[src/rtl/reaction_game_ctrl_pkg.sv]
// Shared types and constants for the reaction game sequencer and its display decoder.
package reaction_game_ctrl_pkg;

    localparam int unsigned MIN_DELAY_MS = 1000;
    localparam int unsigned RAND_BITS    = 11;
    localparam int unsigned MAX_MS       = 9999;
    localparam int unsigned FOUL_HOLD_MS = 2000;

    localparam int unsigned NUM_W   = 14;
    localparam int unsigned DELAY_W = 12;
    localparam int unsigned FOUL_W  = 11;
    localparam int unsigned LFSR_W  = 16;

    localparam logic [LFSR_W-1:0] LFSR_SEED = 16'hACE1;

    typedef enum logic [2:0] {
        ST_IDLE = 3'd0,
        ST_ARM  = 3'd1,
        ST_GO   = 3'd2,
        ST_DONE = 3'd3,
        ST_FOUL = 3'd4
    } state_e;

    typedef enum logic [1:0] {
        DISP_NUM  = 2'd0,
        DISP_DASH = 2'd1,
        DISP_ERR  = 2'd2
    } disp_mode_e;

    // Pre-GO delay: fixed part plus the random low bits of the LFSR.
    function automatic logic [DELAY_W-1:0] arm_delay(input logic [RAND_BITS-1:0] rnd);
        return DELAY_W'(MIN_DELAY_MS) + DELAY_W'(rnd);
    endfunction

endpackage

[src/rtl/reaction_game_ctrl_lfsr16.sv]
// Free-running 16-bit Fibonacci LFSR, x^16+x^14+x^13+x^11+1; never reaches all-zero.
module reaction_game_ctrl_lfsr16
    import reaction_game_ctrl_pkg::*;
(
    input  logic                 clk,
    input  logic                 rst,
    output logic [RAND_BITS-1:0] rand_o
);

    logic [LFSR_W-1:0] lfsr_q, lfsr_d;

    always_comb begin
        lfsr_d = {lfsr_q[LFSR_W-2:0], lfsr_q[15] ^ lfsr_q[13] ^ lfsr_q[12] ^ lfsr_q[10]};
    end

    always_ff @(posedge clk or negedge rst) begin
        if (!rst) begin
            lfsr_q <= LFSR_SEED;
        end else begin
            lfsr_q <= lfsr_d;
        end
    end

    assign rand_o = lfsr_q[RAND_BITS-1:0];

endmodule

[src/rtl/reaction_game_ctrl.sv]
// Reaction game sequencer: arm, random delay, GO, time the press in ms, show result/best.
module reaction_game_ctrl
    import reaction_game_ctrl_pkg::*;
(
    input  logic             clk,
    input  logic             rst,
    input  logic             tick_1ms,
    input  logic             btn_start,
    input  logic             btn_react,
    output logic [NUM_W-1:0] number,
    output logic [1:0]       disp_mode,
    output logic             led_go,
    output logic             timeout
);

    state_e               state_q, state_d;
    logic [DELAY_W-1:0]   delay_q, delay_d;
    logic [NUM_W-1:0]     ms_q, ms_d;
    logic [NUM_W-1:0]     result_q, result_d;
    logic [NUM_W-1:0]     best_q, best_d;
    logic [NUM_W-1:0]     number_q, number_d;
    logic [FOUL_W-1:0]    foul_q, foul_d;
    disp_mode_e           disp_q, disp_d;
    logic                 led_go_q, led_go_d;
    logic                 timeout_q, timeout_d;
    logic [RAND_BITS-1:0] rnd;

    reaction_game_ctrl_lfsr16 u_lfsr (
        .clk    (clk),
        .rst    (rst),
        .rand_o (rnd)
    );

    always_comb begin
        state_d   = state_q;
        delay_d   = delay_q;
        ms_d      = ms_q;
        result_d  = result_q;
        best_d    = best_q;
        foul_d    = foul_q;
        timeout_d = timeout_q;
        number_d  = '0;
        disp_d    = DISP_NUM;
        led_go_d  = 1'b0;

        case (state_q)
            ST_IDLE: begin
                if (btn_start) begin
                    state_d = ST_ARM;
                    delay_d = arm_delay(rnd);
                end
            end
            ST_ARM: begin
                // An early press beats a same-cycle final tick.
                if (btn_react) begin
                    state_d = ST_FOUL;
                    foul_d  = FOUL_W'(FOUL_HOLD_MS);
                end else if (tick_1ms) begin
                    if (delay_q == DELAY_W'(1)) begin
                        state_d = ST_GO;
                        ms_d    = '0;
                    end else begin
                        delay_d = delay_q - DELAY_W'(1);
                    end
                end
            end
            ST_GO: begin
                // The press captures the count before any same-cycle tick.
                if (btn_react) begin
                    state_d  = ST_DONE;
                    result_d = ms_q;
                    if (ms_q < best_q) begin
                        best_d = ms_q;
                    end
                end else if (tick_1ms) begin
                    if (ms_q == NUM_W'(MAX_MS - 1)) begin
                        state_d   = ST_DONE;
                        result_d  = NUM_W'(MAX_MS);
                        timeout_d = 1'b1;
                    end else begin
                        ms_d = ms_q + NUM_W'(1);
                    end
                end
            end
            ST_DONE: begin
                if (btn_start) begin
                    state_d   = ST_ARM;
                    delay_d   = arm_delay(rnd);
                    timeout_d = 1'b0;
                end
            end
            ST_FOUL: begin
                if (tick_1ms) begin
                    foul_d = foul_q - FOUL_W'(1);
                    if (foul_q == FOUL_W'(1)) begin
                        state_d = ST_IDLE;
                    end
                end
            end
            default: begin
                state_d = ST_IDLE;
            end
        endcase

        // Display outputs follow the state being entered so they register on the same edge.
        case (state_d)
            ST_IDLE: number_d = best_d;
            ST_ARM:  disp_d   = DISP_DASH;
            ST_GO: begin
                number_d = ms_d;
                led_go_d = 1'b1;
            end
            ST_DONE: number_d = result_d;
            ST_FOUL: disp_d   = DISP_ERR;
            default: number_d = best_d;
        endcase
    end

    always_ff @(posedge clk or negedge rst) begin
        if (!rst) begin
            state_q   <= ST_IDLE;
            delay_q   <= '0;
            ms_q      <= '0;
            result_q  <= '0;
            best_q    <= NUM_W'(MAX_MS);
            foul_q    <= '0;
            timeout_q <= 1'b0;
            number_q  <= NUM_W'(MAX_MS);
            disp_q    <= DISP_NUM;
            led_go_q  <= 1'b0;
        end else begin
            state_q   <= state_d;
            delay_q   <= delay_d;
            ms_q      <= ms_d;
            result_q  <= result_d;
            best_q    <= best_d;
            foul_q    <= foul_d;
            timeout_q <= timeout_d;
            number_q  <= number_d;
            disp_q    <= disp_d;
            led_go_q  <= led_go_d;
        end
    end

    assign number    = number_q;
    assign disp_mode = 2'(disp_q);
    assign led_go    = led_go_q;
    assign timeout   = timeout_q;

endmodule

[config.mk]
export PLATFORM = sky130hd
export DESIGN_NAME = reaction_game_ctrl
export DESIGN_NICKNAME = d
export VERILOG_FILES = /design/src/rtl/reaction_game_ctrl_pkg.sv /design/src/rtl/reaction_game_ctrl_lfsr16.sv /design/src/rtl/reaction_game_ctrl.sv
export SDC_FILE = /design/constraint.sdc
export NUM_CORES = 1
export LEC_CHECK = 0
export CORE_MARGIN = 5
export CORE_UTILIZATION = 45
export CTS_CLUSTER_SIZE = 20
export DETAILED_ROUTE_END_ITERATION = 16
export SYNTH_ARGS = -nofsm -noshare
export SYNTH_HDL_FRONTEND = slang
export SYNTH_SLANG_ARGS = --single-unit
[constraint.sdc]
create_clock -name clk -period 3.95 [get_ports clk]
set_input_delay 0.79 -clock clk [delete_from_list [all_inputs] [get_ports clk]]
set_output_delay 0.79 -clock clk [all_outputs]
set_load 0.01 [all_outputs]
==> results.md <==
- Status: complete, no violations
- Residual overflow from global routing: 0
- Core area: about 12000 µm²
- Worst vdd ir: 262 µV
- Total number of vias: about 4000
- Global-route wire length before repair: 20600 µm
- Worst r2r path cells: 7
- Number of setup buffers added after CTS: 0
- Final design instance area without fill: 5950 µm²
- Number of global-route vias before repair: 3898
- Routed WL: 12300 µm
- Setup Skew: 0.00646 ns
- Port bufs: 22
- Final HPWL from detailed placement: 8750 µm
- Lkg Pwr: 2.49 nW
- Die area: 14100 µm²
- Critical path data arrival time: 3.38 ns
- Sum of negative setup slack: 0 ns
- Number of synthesized register bits: 102
- Minimum clock period: 3.09 ns
- Proportion of synthesized flip-flops having asynchronous set or reset: 100%
- Leading post-synthesis cells by instance count: sky130_fd_sc_hd__dfrtp_1, sky130_fd_sc_hd__a21oi_1, sky130_fd_sc_hd__nor2_1, sky130_fd_sc_hd__inv_1, sky130_fd_sc_hd__o21ai_0
- Hold WC Path Type: flip-flop to flip-flop
- Dominant register cell in the synthesized netlist: sky130_fd_sc_hd__dfrtp_1
- Most frequent cell after synthesis: sky130_fd_sc_hd__dfrtp_1
- Syn nets: 531
- Total track usage: 18.3%
- TritonCTS clock tree: built
- Number of antenna violations at the first check in global routing: 0
- Warnings, synthesis: 0
- WS Path Type: primary input to flip-flop
- Synth Instances: 506
- Effective utilization at floorplan: 46.2%
- Number of clock buffers inserted by TritonCTS: 9
- Share of the synthesized area in the top cell type: a little under two fifths
- CP Capture Type: flip-flop
- Max Fclk: 0.324 GHz
- # DRC: 0
- Synth unique cells: 75
- Total setup violations reported at the end of the flow: 0
- Actual transition at the worst max-transition pin: 0.984 ns
- Data required, critical path: 4.24 ns
- Cell type with the largest total area after synthesis: sky130_fd_sc_hd__dfrtp_1
- Standard-cell rows: 39
- Clk sinks: 102
- Post-Synthesis Cell Area: 5320 µm²
- Total power per unit cell area: about 500 nW/µm²
- Sequential-to-total area share from yosys stat: 48.6%
- Mean cell area of the mapped netlist: 10.5 µm²
- Final clock period utilization by the worst path: 78.2%
- Remaining antenna violation count: 0
- Largest fanout on the critical path: 11
- Hold-fix buffer count after cts: 0
- Nets: 549
- Endpoints failing hold: 0
- Max clock buf depth: 2
- Final Wtd Congestion: 0.911
- Number of enable flip-flop cells after synthesis: 0
- Max Transition Viols Final: 0
- Detailed-routing iteration count for the pre-antenna-repair pass: 4
- Setup repair after global routing missed its margin: no
- Via/cell ratio: 5.92
- Cell depth of the worst min-delay path: 0
- Number of ports placed on the die boundary: 23
- H-tree levels: 3
- Dpl cell area: between 5000 and 6000 µm²
- Synth-to-Final Area Change: 11.9%
- Average wire length per cell after detail routing: 18.4 µm
- Vertical die dimension: ~120 µm
- Largest net degree at the start of global routing: 79
- Horizontal die dimension: 119 µm
- Initial drt markers: 227
- Nature of the critical path startpoint: primary input
- Root buf cell: sky130_fd_sc_hd__clkbuf_16
- Cell types occupying the most area after synthesis: sky130_fd_sc_hd__dfrtp_1, sky130_fd_sc_hd__dfstp_2, sky130_fd_sc_hd__ha_1
- Fraction of layout cells with a size suffix above 1: 16.4%
- Worst slew slack as a fraction of its limit: 33.8%
- # resized after CTS: 0
- Worst-skew pair later-pin latency: 0.35 ns
- Clock input transition at the sequential cells of the worst setup and hold paths: 0.07 ns
- Number of inserted diodes: 0
- Max-cap violations: 0
[routing by layer]
metal  GRT usage (%)  part of all wire [%]  up-vias
met1            24.9                    46     1957
met5               0                     0        -
met4            7.46                   2.2        0
met2            28.6                    47       95
met3            3.92                   4.5       16
li1                -                     -     1910
[registers in the layout, summed over array words and instances, names as in the netlist]
name,count
best_q,14
delay_q,12
disp_mode,2
foul_q,11
led_go,1
ms_q,14
number,14
result_q,14
state_q,3
timeout,1
u_lfsr.lfsr_q,16
[worst max-delay path: stages]
cell and delay (ns):
sky130_fd_sc_hd__clkdlybuf4s50_1 0.68, sky130_fd_sc_hd__nor4b_1 0.34, sky130_fd_sc_hd__nand4_2 0.25, sky130_fd_sc_hd__buf_4 0.25
sky130_fd_sc_hd__and2_1 0.19, sky130_fd_sc_hd__nor2_1 0.43, sky130_fd_sc_hd__buf_4 0.27, sky130_fd_sc_hd__a221o_1 0.17
[cells by family after synthesis]
logic type / after synthesis / synth area share (%)
multiplexers: 17 / 3.48
flip-flops: 102 / 48.6
AND/OR/NAND/NOR: 150 / 15.7
AO/OA/AOI/OAI: 143 / 19.6
XOR/XNOR: 19 / 3.13
adder cells (fa/ha/maj): 20 / 4.71
buffers and inverters: 55 / 4.78
[area by class of cell]
class	instances	area, µm²
Fill cell	1065	5570
Multi-Input combinational cell	349	2480
Timing Repair Buffer	34	308
Clock inverter	7	67.6
Inverter	28	105
Clock buffer	9	225
Sequential cell	102	2580
Tap cell	143	179
[per-stage QoR]
stage / std cells / power [W] / util, % / setup WS, ns / hold slack [ns]
3_3_place_gp: 656 / 0.00209 / 49.1 / 0.597 / 0.336
3_5_place_dp: 656 / 0.00212 / 49.1 / 0.504 / 0.355
5_1_grt: 672 / 0.00316 / 51.6 / 0.668 / 0.386
4_1_cts: 672 / 0.00300 / 51.6 / 0.880 / 0.372
2_1_floorplan: 506 / 0.00191 / - / 1.21 / 0.333
6_report: 672 / 0.00296 / 51.6 / 0.860 / 0.367
[worst paths after layout]
path,start,to,slack [ns]
worst max-delay path,tick_1ms,number[10]$_DFF_PN1_,0.86
worst min-delay path,u_lfsr.lfsr_q[14]$_DFF_PN0_,u_lfsr.lfsr_q[15]$_DFF_PN1_,0.37
max in group asynchronous,rst,best_q[10]$_DFF_PN1_,2.51
worst min register to register,u_lfsr.lfsr_q[14]$_DFF_PN0_,u_lfsr.lfsr_q[15]$_DFF_PN1_,0.37
worst max register to register,ms_q[3]$_DFF_PN0_,number[7]$_DFF_PN0_,1.03
min in group asynchronous,rst,ms_q[8]$_DFF_PN0_,0.60
[cell usage in the layout (no fill, tap or decap), types with 4 or more instances in the layout]
master / netlist / layout
sky130_fd_sc_hd__dfstp_2: 24 / 24
sky130_fd_sc_hd__inv_6: 0 / 4
sky130_fd_sc_hd__nand2_1: 26 / 26
sky130_fd_sc_hd__buf_4: 0 / 13
sky130_fd_sc_hd__nor2_1: 32 / 32
sky130_fd_sc_hd__o21ai_0: 28 / 28
sky130_fd_sc_hd__a211oi_1: 6 / 6
sky130_fd_sc_hd__nor3_1: 16 / 16
sky130_fd_sc_hd__xnor2_1: 10 / 10
sky130_fd_sc_hd__inv_1: 28 / 28
sky130_fd_sc_hd__clkbuf_16: 0 / 9
sky130_fd_sc_hd__o22a_1: 5 / 5
sky130_fd_sc_hd__a221o_1: 6 / 6
sky130_fd_sc_hd__ha_1: 20 / 20
sky130_fd_sc_hd__clkdlybuf4s50_1: 0 / 21
sky130_fd_sc_hd__nand3_1: 21 / 21
sky130_fd_sc_hd__o211ai_1: 4 / 4
sky130_fd_sc_hd__nor4_1: 4 / 4
sky130_fd_sc_hd__mux2i_1: 5 / 5
sky130_fd_sc_hd__nor4b_1: 5 / 5
sky130_fd_sc_hd__mux2_2: 12 / 12
sky130_fd_sc_hd__nand2b_1: 4 / 4
sky130_fd_sc_hd__or4_1: 5 / 5
sky130_fd_sc_hd__xor2_1: 9 / 9
sky130_fd_sc_hd__dfrtp_1: 78 / 78
sky130_fd_sc_hd__nand4_1: 6 / 6
sky130_fd_sc_hd__a21o_1: 5 / 5
sky130_fd_sc_hd__a31oi_1: 8 / 8
sky130_fd_sc_hd__a21oi_1: 33 / 33
sky130_fd_sc_hd__a22o_1: 11 / 11
[power by group]
part / internal (W) / total (W) / switching (W)
logic: 0.000297 / 0.000749 / 0.000452
registers: 0.00119 / 0.00135 / 0.000161
clock network: 0.000443 / 0.000861 / 0.000418
total: 0.00193 / 0.00296 / 0.00103
No activity file was read; power rests on OpenSTA's default activity.
